$ cat src/rtl/rip_sat_counter_predictor_pkg.sv
// Shared defaults and counter-state constants for the saturating-counter branch predictors.
package rip_branch_predictor_const;

   localparam int DEF_CNT_WIDTH   = 2;
   localparam int DEF_INDEX_WIDTH = 10;
   localparam int DEF_HIST_LEN    = 10;
   localparam int DEF_PC_LSB      = 2;

   localparam logic [0:0] ST_INIT  = 1'b0;
   localparam logic [0:0] ST_READY = 1'b1;

   // Highest not-taken state and lowest taken state of a cnt_w-bit counter.
   function automatic int unsigned weak_nt(input int unsigned cnt_w);
      return (32'd1 << (cnt_w - 1)) - 32'd1;
   endfunction

   function automatic int unsigned weak_t(input int unsigned cnt_w);
      return 32'd1 << (cnt_w - 1);
   endfunction

endpackage

$ cat src/rtl/rip_sat_counter_predictor_if.sv
// Fetch/commit side bundle of the counter predictor: prediction request, prediction result, resolved update.
interface rip_sat_counter_predictor_if
   import rip_branch_predictor_const::*;
#(
   parameter int CNT_WIDTH   = DEF_CNT_WIDTH,
   parameter int INDEX_WIDTH = DEF_INDEX_WIDTH,
   parameter int HIST_LEN    = DEF_HIST_LEN
);
   logic [31:0]            pc;
   logic                   pred;
   logic [INDEX_WIDTH-1:0] pred_index;
   logic [CNT_WIDTH-1:0]   pred_counter;
   logic [HIST_LEN-1:0]    pred_hist;
   logic                   spec_push;
   logic                   update;
   logic [INDEX_WIDTH-1:0] update_index;
   logic [CNT_WIDTH-1:0]   update_counter;
   logic [HIST_LEN-1:0]    update_hist;
   logic                   actual;
   logic                   mispredict;
   logic                   init_done;

   modport master (
      output pc, spec_push, update, update_index, update_counter, update_hist, actual, mispredict,
      input  pred, pred_index, pred_counter, pred_hist, init_done
   );

   modport slave (
      input  pc, spec_push, update, update_index, update_counter, update_hist, actual, mispredict,
      output pred, pred_index, pred_counter, pred_hist, init_done
   );

endinterface

$ cat src/rtl/rip_sat_counter_predictor_bram.sv
// Counter table: port 1 write, port 2 registered read, read-first on address collision.
module rip_2r1w_bram #(
   parameter int DATA_W = 2,
   parameter int ADDR_W = 10
) (
   input  logic              clk,
   input  logic              rstn,
   input  logic              wr_en_i,
   input  logic [ADDR_W-1:0] wr_addr_i,
   input  logic [DATA_W-1:0] wr_dat_i,
   input  logic [ADDR_W-1:0] rd_addr_i,
   output logic [DATA_W-1:0] rd_dat_o
);
   logic [DATA_W-1:0] mem_q [0:(2**ADDR_W)-1];
   logic [DATA_W-1:0] rd_dat_q;

   always_ff @(posedge clk) begin
      if (wr_en_i) begin
         mem_q[wr_addr_i] <= wr_dat_i;
      end
   end

   // Both blocks sample on the same edge, so a colliding read returns the old entry.
   always_ff @(posedge clk or negedge rstn) begin
      if (!rstn) begin
         rd_dat_q <= '0;
      end else begin
         rd_dat_q <= mem_q[rd_addr_i];
      end
   end

   assign rd_dat_o = rd_dat_q;

endmodule

$ cat src/rtl/rip_sat_counter_predictor.sv
// Saturating-counter branch predictor, one-cycle prediction; bimodal by default, gshare with RIP_BP_GSHARE_EN.
// Table is swept to weakly not-taken after reset; updates and history changes are ignored until init_done.
module rip_sat_counter_predictor
   import rip_branch_predictor_const::*;
#(
   parameter int CNT_WIDTH   = DEF_CNT_WIDTH,
   parameter int INDEX_WIDTH = DEF_INDEX_WIDTH,
   parameter int HIST_LEN    = DEF_HIST_LEN,
   parameter int PC_LSB      = DEF_PC_LSB
) (
   input logic                       clk,
   input logic                       rstn,
   rip_sat_counter_predictor_if.slave bp
);
   localparam logic [CNT_WIDTH-1:0]   CNT_MAX  = '1;
   localparam logic [CNT_WIDTH-1:0]   CNT_WNT  = CNT_WIDTH'(weak_nt(CNT_WIDTH));
   localparam logic [INDEX_WIDTH-1:0] IDX_LAST = '1;

   logic [0:0]             state_q, state_d;
   logic [INDEX_WIDTH-1:0] sweep_q, sweep_d;
   logic [HIST_LEN-1:0]    hist_cur;
   logic [INDEX_WIDTH-1:0] pred_index_q;
   logic [HIST_LEN-1:0]    pred_hist_q;
   logic [INDEX_WIDTH-1:0] rd_index;
   logic [CNT_WIDTH-1:0]   rd_cnt;
   logic [CNT_WIDTH-1:0]   upd_cnt;
   logic                   ready;
   logic                   wr_en;
   logic [INDEX_WIDTH-1:0] wr_addr;
   logic [CNT_WIDTH-1:0]   wr_dat;
   logic                   unused_pc;

   assign ready     = (state_q == ST_READY);
   assign rd_index  = bp.pc[PC_LSB +: INDEX_WIDTH] ^ INDEX_WIDTH'(hist_cur);
   assign unused_pc = ^bp.pc;

   always_comb begin
      state_d = state_q;
      sweep_d = sweep_q;
      if (state_q == ST_INIT) begin
         sweep_d = sweep_q + 1'b1;
         if (sweep_q == IDX_LAST) begin
            state_d = ST_READY;
         end
      end
   end

   always_comb begin
      upd_cnt = bp.update_counter;
      if (bp.actual) begin
         if (bp.update_counter != CNT_MAX) begin
            upd_cnt = bp.update_counter + 1'b1;
         end
      end else if (bp.update_counter != '0) begin
         upd_cnt = bp.update_counter - 1'b1;
      end
   end

   // The sweep owns the write port until the table is initialised.
   assign wr_en   = ready ? bp.update       : 1'b1;
   assign wr_addr = ready ? bp.update_index : sweep_q;
   assign wr_dat  = ready ? upd_cnt         : CNT_WNT;

`ifdef RIP_BP_GSHARE_EN
   logic [HIST_LEN-1:0] hist_q, hist_d;

   // Truncating {hist, bit} to HIST_LEN also covers the single-bit history case.
   always_comb begin
      hist_d = hist_q;
      if (ready) begin
         if (bp.update && bp.mispredict) begin
            hist_d = HIST_LEN'({bp.update_hist, bp.actual});
         end else if (bp.spec_push) begin
            hist_d = HIST_LEN'({hist_q, bp.pred});
         end
      end
   end

   always_ff @(posedge clk or negedge rstn) begin
      if (!rstn) begin
         hist_q <= '0;
      end else begin
         hist_q <= hist_d;
      end
   end

   assign hist_cur = hist_q;
`else
   logic unused_gshare;

   assign hist_cur      = '0;
   assign unused_gshare = ^{bp.spec_push, bp.mispredict, bp.update_hist};
`endif

   always_ff @(posedge clk or negedge rstn) begin
      if (!rstn) begin
         state_q      <= ST_INIT;
         sweep_q      <= '0;
         pred_index_q <= '0;
         pred_hist_q  <= '0;
      end else begin
         state_q      <= state_d;
         sweep_q      <= sweep_d;
         pred_index_q <= rd_index;
         pred_hist_q  <= hist_cur;
      end
   end

   rip_2r1w_bram #(
      .DATA_W (CNT_WIDTH),
      .ADDR_W (INDEX_WIDTH)
   ) u_bram (
      .clk       (clk),
      .rstn      (rstn),
      .wr_en_i   (wr_en),
      .wr_addr_i (wr_addr),
      .wr_dat_i  (wr_dat),
      .rd_addr_i (rd_index),
      .rd_dat_o  (rd_cnt)
   );

   assign bp.pred         = ready & rd_cnt[CNT_WIDTH-1];
   assign bp.pred_index   = pred_index_q;
   assign bp.pred_counter = rd_cnt;
   assign bp.pred_hist    = pred_hist_q;
   assign bp.init_done    = ready;

endmodule

$ cat src/flat_wrapper.sv
// flat-port wrapper written by rule: the top's interface ports become plain ports
module rip_sat_counter_predictor_flat import rip_branch_predictor_const::*;
#(
   parameter int CNT_WIDTH   = DEF_CNT_WIDTH,
   parameter int INDEX_WIDTH = DEF_INDEX_WIDTH,
   parameter int HIST_LEN    = DEF_HIST_LEN,
   parameter int PC_LSB      = DEF_PC_LSB
)
  (clk, rstn, bp_pc, bp_spec_push, bp_update, bp_update_index, bp_update_counter, bp_update_hist, bp_actual, bp_mispredict, bp_pred, bp_pred_index, bp_pred_counter, bp_pred_hist, bp_init_done);
  rip_sat_counter_predictor_if #(.CNT_WIDTH(CNT_WIDTH), .INDEX_WIDTH(INDEX_WIDTH), .HIST_LEN(HIST_LEN)) bp_i ();
  input logic clk;
  input logic rstn;
  input wire logic [$bits(bp_i.pc)-1:0] bp_pc;
  input wire logic [$bits(bp_i.spec_push)-1:0] bp_spec_push;
  input wire logic [$bits(bp_i.update)-1:0] bp_update;
  input wire logic [$bits(bp_i.update_index)-1:0] bp_update_index;
  input wire logic [$bits(bp_i.update_counter)-1:0] bp_update_counter;
  input wire logic [$bits(bp_i.update_hist)-1:0] bp_update_hist;
  input wire logic [$bits(bp_i.actual)-1:0] bp_actual;
  input wire logic [$bits(bp_i.mispredict)-1:0] bp_mispredict;
  output wire logic [$bits(bp_i.pred)-1:0] bp_pred;
  output wire logic [$bits(bp_i.pred_index)-1:0] bp_pred_index;
  output wire logic [$bits(bp_i.pred_counter)-1:0] bp_pred_counter;
  output wire logic [$bits(bp_i.pred_hist)-1:0] bp_pred_hist;
  output wire logic [$bits(bp_i.init_done)-1:0] bp_init_done;
  assign bp_i.pc = bp_pc;
  assign bp_i.spec_push = bp_spec_push;
  assign bp_i.update = bp_update;
  assign bp_i.update_index = bp_update_index;
  assign bp_i.update_counter = bp_update_counter;
  assign bp_i.update_hist = bp_update_hist;
  assign bp_i.actual = bp_actual;
  assign bp_i.mispredict = bp_mispredict;
  assign bp_pred = bp_i.pred;
  assign bp_pred_index = bp_i.pred_index;
  assign bp_pred_counter = bp_i.pred_counter;
  assign bp_pred_hist = bp_i.pred_hist;
  assign bp_init_done = bp_i.init_done;
  rip_sat_counter_predictor #(.CNT_WIDTH(CNT_WIDTH), .INDEX_WIDTH(INDEX_WIDTH), .HIST_LEN(HIST_LEN), .PC_LSB(PC_LSB)) u_core (.clk(clk), .rstn(rstn), .bp(bp_i));
endmodule
$ cat config.mk
export PLATFORM = sky130hd
export DESIGN_NAME = rip_sat_counter_predictor_flat
export DESIGN_NICKNAME = d
export VERILOG_FILES = /design/src/rtl/rip_sat_counter_predictor_pkg.sv /design/src/rtl/rip_sat_counter_predictor_if.sv /design/src/rtl/rip_sat_counter_predictor_bram.sv /design/src/rtl/rip_sat_counter_predictor.sv /design/src/flat_wrapper.sv
export SDC_FILE = /design/constraint.sdc
export NUM_CORES = 2
export LEC_CHECK = 0
export BUFFER_PORTS_ARGS = -buffer_cell sky130_fd_sc_hd__buf_4
export CAP_MARGIN = 15
export CELL_PAD_IN_SITES_DETAIL_PLACEMENT = 0
export CELL_PAD_IN_SITES_GLOBAL_PLACEMENT = 1
export CORE_ASPECT_RATIO = 1.4
export CORE_MARGIN = 2
export CORE_UTILIZATION = 25
export DETAILED_ROUTE_END_ITERATION = 8
export PLACE_DENSITY_LB_ADDON = 0.2
export SKIP_LAST_GASP = 1
export SLEW_MARGIN = 10
export SYNTH_ARGS = -nofsm -noshare
export SYNTH_HDL_FRONTEND = slang
export SYNTH_SLANG_ARGS = --single-unit
$ cat constraint.sdc
create_clock -name clk -period 66.7 [get_ports clk]
set_input_delay 6.67 -clock clk [delete_from_list [all_inputs] [get_ports clk]]
set_output_delay 6.67 -clock clk [all_outputs]
set_load 0.05 [all_outputs]
After elaboration in Yosys (flattened, before gate mapping)
Memory sizes are Yosys's and may differ from the RTL's. A register that Yosys moved wholly into a read port is not among the register bits.
Index checks and enable logic that the tools add are counted.
{"block": "word_totals", "ff_bits": 21, "latch_bits": 0, "mem_bits_rw": 2048, "rom_bits": 0, "elab_cells": 22, "mem_count": 1}
{"memory": "u_core.u_bram.mem_q", "depth": 1024, "word_bits": 2, "read_ports": 1, "rd_ports_with_merged_regs": 1, "wr": 1, "line_no": "rip_sat_counter_predictor_bram.sv:14", "text": "logic [DATA_W-1:0] mem_q [0:(2**ADDR_W)-1];"}
{"block": "op_classes", "addsub": 3, "n_mul": 0, "div_mod_pow": 0, "n_lt_le_gt_ge": 0, "n_eq_ne": 2, "shifts": 0, "n_mux": 10, "bitwise": 1, "n_reduce_logical": 2}
{"op": "adder 10 x 1 -> 10 bit, second input constant", "n": 1}
{"op": "equality test 10 bit, second input constant", "n": 1}
{"op": "2-to-1 mux 10 bit", "n": 1}
{"op": "2-to-1 mux 2 bit", "n": 4}
{"op": "2-to-1 mux 1 bit", "n": 5}
{"op": "adder 2 x 1 -> 2 bit, second input constant", "n": 1}
{"op": "!= test 2 bit, second input constant", "n": 1}
{"op": "nonzero test 2 bit", "n": 1}
{"op": "subtractor 2 x 1 -> 2 bit, second input constant", "n": 1}
{"op": "bitwise AND 1 bit", "n": 1}
{"op": "zero test 1 bit", "n": 1}

Logic depth before layout (Yosys ltp)
{"block": "logic_depth", "depth_word": 4, "ltp_mapped": 15}

Hierarchy
From an unflattened synthesis, not the netlist that was laid out.
{"block": "unflattened", "cells_unflattened": 4909, "hier_area_um2": 84815.1}
{"module": "rip_2r1w_bram", "instances": 1, "cells_each": 4833, "area_per_inst_um2": 83832.9, "seq_area_each_um2": 61549.0}
{"module": "rip_sat_counter_predictor", "instances": 1, "cells_each": 76, "area_per_inst_um2": 982.2, "seq_area_each_um2": 525.5}

Worst setup path before layout
No wires, ideal clock.
{"block": "synth_path", "path_type": "input-to-reg", "start": "input port bp_update_counter[1]", "end": "memory u_core.u_bram.mem_q[0][1], data pin", "setup_ns": 8.479, "t_arrival_ns": 47.500, "setup_slack_ns": 10.721, "path_stages": 2, "path_cell_list": "o21ai_0 -> a21boi_0"}
{"block": "synth_via", "elab_chain_cells": 4, "elab_cells_between_ends": 8}
{"item": "start, declared", "line_no": "flat_wrapper.sv:17", "text": "input wire logic [$bits(bp_i.update_counter)-1:0] bp_update_counter;"}
{"item": "subtractor 2 x 1 -> 2 bit (tied with other cells)", "line_no": "rip_sat_counter_predictor.sv:55", "text": "upd_cnt = bp.update_counter - 1'b1;"}
{"item": "2-to-1 mux 2 bit, on equally long branches", "line_no": "rip_sat_counter_predictor.sv:54, rip_sat_counter_predictor.sv:51"}
{"item": "2-to-1 mux 2 bit *", "line_no": "rip_sat_counter_predictor.sv:50", "text": "if (bp.actual) begin"}
{"item": "2-to-1 mux 2 bit *", "line_no": "rip_sat_counter_predictor.sv:62", "text": "assign wr_dat = ready ? upd_cnt : CNT_WNT;"}
{"item": "named net u_core.u_bram.wr_dat_i[1]", "line_no": "rip_sat_counter_predictor_bram.sv:10", "text": "input logic [DATA_W-1:0] wr_dat_i,"}
{"item": "end, declared", "line_no": "rip_sat_counter_predictor_bram.sv:14"}
Mark *: on every way through the listed nets, which the timed path passes. The rest lies on a longest branch.

==> summary.txt <==
===============================================================================================
CTS tree                                                                                  built
Horiz. Die Dim                                                                           496 um
Overflow left after global routing                                                            0
Count of port buffers added during placement                                                 39
Clock latency reported for the late side of the worst-skew pair                         0.88 ns
Rows                                                                                        252
Mux share of post-synthesis cell area                                                     14.4%
Type of origin of the critical path                                                primary input
Reported leakage power                                                                  28.6 nW
Path type of the worst min-delay path                                                   reg2reg
Die Height                                                                               692 um
Iteration-0 DRC Markers                                                                    4291
Root Buffer                                                                        sky130_fd_sc_hd__clkbuf_16
Setup tns final                                                                            0 ns
Final-report max-slew violation count                                                         0
Via count of the first global-routing pass                                                48212
Net count of the finished layout                                                           4967
Number of failing setup endpoints in the final timing report                                  0
Via count of the routed design                                                            45050
Outcome                                                                               completed
End-of-flow core utilization                                                              28.6%
Avg WL per Cell                                                                         29.2 um
Post-synth ARST share                                                                     1.11%
Largest family of logic cells by synthesized area                                  multiplexers
Distinct cells, synth                                                                        65
Antenna viol nets, final                                                                      0
Overall Global Routing Usage                                                              15.9%
Synthesized cell area                                                               84600 sq um
Number of buffers on the longest clock path                                                   4
Data arrival time of the worst path                                                    12.85 ns
First-pass iteration count of the detailed router                                             6
Post-synth EDFFs                                                                           2048
Inserted Clock Buffers                                                                      203
Maximum number of pins on one net before global-route repair                                196
Cells after Synth                                                                          4905
Average vias per placed instance                                                           4.73
Highest fanout seen on the critical path                                                     59
Area added between synthesis and finish                                                   13.8%
TritonCTS sink count                                                                       2071
Xor and xnor area share after synthesis                                                 0.0931%
Max frequency                                                                        0.0825 GHz
Relative slew slack                                                                       22.1%
Transition at the pin with the smallest max-transition slack                            1.17 ns
Hold Buf Count CTS                                                                            0
Routability cong.                                                                         0.749
Yosys warning count                                                                           0
Worst vdd rail ir drop                                                                  19.9 uV
Clock input transition at the sequential cells of the worst setup and hold paths        0.06 ns
Total of flip-flops plus latches after synthesis                                           2071
Synth Area in Compound Gates                                                              3.27%
Final std cells w/o fill                                                                   9518
Capturing element type of the critical path                                            register
Share of cells above drive strength 1                                                     19.1%
Sequential cell area fraction in the yosys report                                         73.3%
Layout Skew                                                                           0.0330 ns
Critical path type                                                                       in2reg
Average footprint of a synthesized cell                                              17.3 sq um
Final critical-path required period                                                    12.12 ns
Most instantiated flip-flop cell in the synthesis netlist                          sky130_fd_sc_hd__edfxtp_1
Num ports                                                                                    84
Detailed-route wire length                                                            278000 um
First-pass GRT wire length                                                            383000 um
Adder-cell area share of the yosys netlist                                              0.0148%
Number of placed cells counting well taps                                                  9146
Remaining routing DRC violations                                                              0
Setup repair after global routing missed its margin                                       false
Total core area                                                                    337000 sq um
Final hold violation count                                                                    0
Maximum level of the CTS H-tree                                                               4
Power per standard cell area                                                       27.1 nW/um^2
Worst path required time                                                               67.43 ns
Post-CTS Setup Repair Bufs                                                                    0
Final clock period utilization by the worst path                                          18.2%
Post-cts repair resize count                                                                  0
Basic-gate share of the synthesized area counting and, or, nand and nor cells             6.36%
Antenna violations before repair                                                             28
Detailed-placement wirelength estimate                                                157000 um
Count of max-cap constraint violations                                                        0
Total Die Area                                                                     343000 sq um
Effective utilization at floorplan                                                        25.1%
===============================================================================================
[cell usage in the layout (no fill, tap or decap), types with 5 or more instances in the layout]
cell type / instances
sky130_fd_sc_hd__a21oi_1: 84
sky130_fd_sc_hd__clkinvlp_4: 5
sky130_fd_sc_hd__diode_2: 10
sky130_fd_sc_hd__mux4_2: 440
sky130_fd_sc_hd__nand3_1: 30
sky130_fd_sc_hd__bufinv_16: 14
sky130_fd_sc_hd__nor4_1: 7
sky130_fd_sc_hd__clkbuf_16: 207
sky130_fd_sc_hd__a22oi_1: 57
sky130_fd_sc_hd__a211oi_1: 18
sky130_fd_sc_hd__nor2b_1: 13
sky130_fd_sc_hd__conb_1: 10
sky130_fd_sc_hd__o221ai_1: 83
sky130_fd_sc_hd__inv_1: 10
sky130_fd_sc_hd__xnor2_1: 8
sky130_fd_sc_hd__clkinv_2: 38
sky130_fd_sc_hd__nor3_1: 66
sky130_fd_sc_hd__dfrtp_1: 22
sky130_fd_sc_hd__or3_4: 12
sky130_fd_sc_hd__a22o_1: 6
sky130_fd_sc_hd__a221oi_1: 5
sky130_fd_sc_hd__o22ai_1: 51
sky130_fd_sc_hd__nand4_1: 5
sky130_fd_sc_hd__nand2b_1: 12
sky130_fd_sc_hd__a31oi_1: 8
sky130_fd_sc_hd__clkbuf_1: 44
sky130_fd_sc_hd__edfxtp_1: 2048
sky130_fd_sc_hd__buf_4: 185
sky130_fd_sc_hd__nor2_1: 1048
sky130_fd_sc_hd__o21ai_0: 39
sky130_fd_sc_hd__mux2i_1: 223
sky130_fd_sc_hd__a2111oi_0: 9
sky130_fd_sc_hd__clkinv_1: 49
sky130_fd_sc_hd__nand2_4: 22
sky130_fd_sc_hd__mux2_2: 6
sky130_fd_sc_hd__nand2_1: 86
[critical path, cell delays in order]
cell                      delay (ns)
sky130_fd_sc_hd__buf_8          0.41
sky130_fd_sc_hd__buf_4          0.61
sky130_fd_sc_hd__buf_4          0.67
sky130_fd_sc_hd__buf_4          0.70
sky130_fd_sc_hd__buf_4          0.73
sky130_fd_sc_hd__mux4_2         0.36
sky130_fd_sc_hd__a22oi_1        0.09
sky130_fd_sc_hd__a21oi_1        0.56
sky130_fd_sc_hd__nor4_1         0.16
sky130_fd_sc_hd__nor3_2         0.67
sky130_fd_sc_hd__nor4b_2        0.56
sky130_fd_sc_hd__o32ai_2        0.16
sky130_fd_sc_hd__nand3_1        0.34
[cell type report]
| cell class | count | area [sq um] |
|---|---|---|
| Timing Repair Buffer | 192 | 1510 |
| Multi-Input combinational cell | 2426 | 20900 |
| Clock inverter | 111 | 887 |
| Antenna cell | 10 | 25.0 |
| Inverter | 12 | 50.0 |
| Tap cell | 4445 | 5560 |
| Sequential cell | 2071 | 62100 |
| Clock buffer | 251 | 5350 |
| Fill cell | 33769 | 240000 |
[path summary, 6_finish.rpt]
path,from,end,slack (ns),cells past startpoint
worst max register to register,u_core.bp.init_done,u_core.u_bram.mem_q[215][1],61.21,6
worst max-delay path,bp_pc[3],u_core.u_bram.rd_dat_o[1],54.58,13
worst min-delay path,u_core.sweep_q[9],u_core.sweep_q[9],0.53,1
max in group asynchronous,rstn,u_core.bp.init_done,60.77,1
worst min register to register,u_core.sweep_q[9],u_core.sweep_q[9],0.53,1
min in group asynchronous,rstn,u_core.bp.pred_index[4],5.68,1
[state kept, by name (all words and copies together), names as in the netlist]
name / cells
u_core.sweep_q: 10
u_core.bp.init_done: 1
u_core.u_bram.rd_dat_o: 2
u_core.u_bram.mem_q: 2048
u_core.bp.pred_index: 10
[power by group]
group / leakage [nW] / internal [mW] / total, mW / switching [mW]
Sequential: 19.1 / 1.41 / 1.41 / 0.000243
Combinational: 6.46 / 0.0232 / 0.0761 / 0.0528
Clock: 3.05 / 0.620 / 1.12 / 0.504
Total: 28.6 / 2.05 / 2.61 / 0.557
[metrics by stage]
step	hold slack [ns]	cell area, sq um	total power, mW	setup slack (ns)
final	0.534	96300	2.61	54.58
after global routing	0.593	96300	2.69	54.48
after CTS	0.544	96300	2.64	54.52
after detailed placement	0.536	90000	1.51	53.59
after global placement	0.535	90000	1.51	53.56
after floorplan	0.482	84700	1.48	10.72
[Yosys cell counts, types with 3 or more instances]
cell	count	area [sq um]
sky130_fd_sc_hd__nand3_1	30	150
sky130_fd_sc_hd__mux2_2	6	67.6
sky130_fd_sc_hd__o221ai_1	83	727
sky130_fd_sc_hd__a21oi_1	84	420
sky130_fd_sc_hd__buf_2	37	185
sky130_fd_sc_hd__xnor2_1	8	70.1
sky130_fd_sc_hd__o32ai_1	7	61.3
sky130_fd_sc_hd__and2_1	5	31.3
sky130_fd_sc_hd__nor2_1	1053	3950
sky130_fd_sc_hd__nor3b_1	4	30.0
sky130_fd_sc_hd__o32a_1	3	30.0
sky130_fd_sc_hd__o31ai_1	3	22.5
sky130_fd_sc_hd__a22oi_1	57	428
sky130_fd_sc_hd__clkbuf_1	275	1030
sky130_fd_sc_hd__nand2b_1	13	81.3
sky130_fd_sc_hd__o211ai_1	4	30.0
sky130_fd_sc_hd__a211oi_1	18	135
sky130_fd_sc_hd__nand4_1	5	31.3
sky130_fd_sc_hd__nor3_1	67	335
sky130_fd_sc_hd__buf_1	12	45.0
sky130_fd_sc_hd__buf_8	5	75.1
sky130_fd_sc_hd__o21ai_0	39	195
sky130_fd_sc_hd__a31oi_1	8	50.1
sky130_fd_sc_hd__nor4_1	7	43.8
sky130_fd_sc_hd__a2111oi_0	9	78.8
sky130_fd_sc_hd__and3_1	3	18.8
sky130_fd_sc_hd__buf_4	35	263
sky130_fd_sc_hd__buf_6	41	462
sky130_fd_sc_hd__mux2i_1	223	2230
sky130_fd_sc_hd__or2_2	4	25.0
sky130_fd_sc_hd__a221oi_1	5	43.8
sky130_fd_sc_hd__or3_1	12	75.1
sky130_fd_sc_hd__mux4_2	440	9910
sky130_fd_sc_hd__a22o_1	6	52.6
sky130_fd_sc_hd__nand2_1	109	409
sky130_fd_sc_hd__o21ai_1	4	20.0
sky130_fd_sc_hd__nor2b_1	15	93.8
sky130_fd_sc_hd__edfxtp_1	2048	61500
sky130_fd_sc_hd__dfrtp_1	23	576
sky130_fd_sc_hd__o22ai_1	51	319
sky130_fd_sc_hd__inv_1	10	37.5
sky130_fd_sc_hd__or4_1	4	30.0
[logic make-up after synthesis]
| logic type | count (synthesis) |
|---|---|
| other | 1 |
| DFF | 2071 |
| xor gates and xnor gates | 9 |
| muxes | 669 |
| adders and majority gates | 1 |
| AOI/OAI and AO/OA | 398 |
| and+or+nand+nor | 1339 |
| buffers and inverters | 417 |
[metal layers]
layer	track usage, %	vias up	part of all wire (%)
li1	-	19209	-
met1	20.6	24472	42
met2	28.4	1072	52
met3	1.63	297	4.1
met4	3.61	0	2.1
met5	0	-	0
No activity file was read; power rests on OpenSTA's default activity.
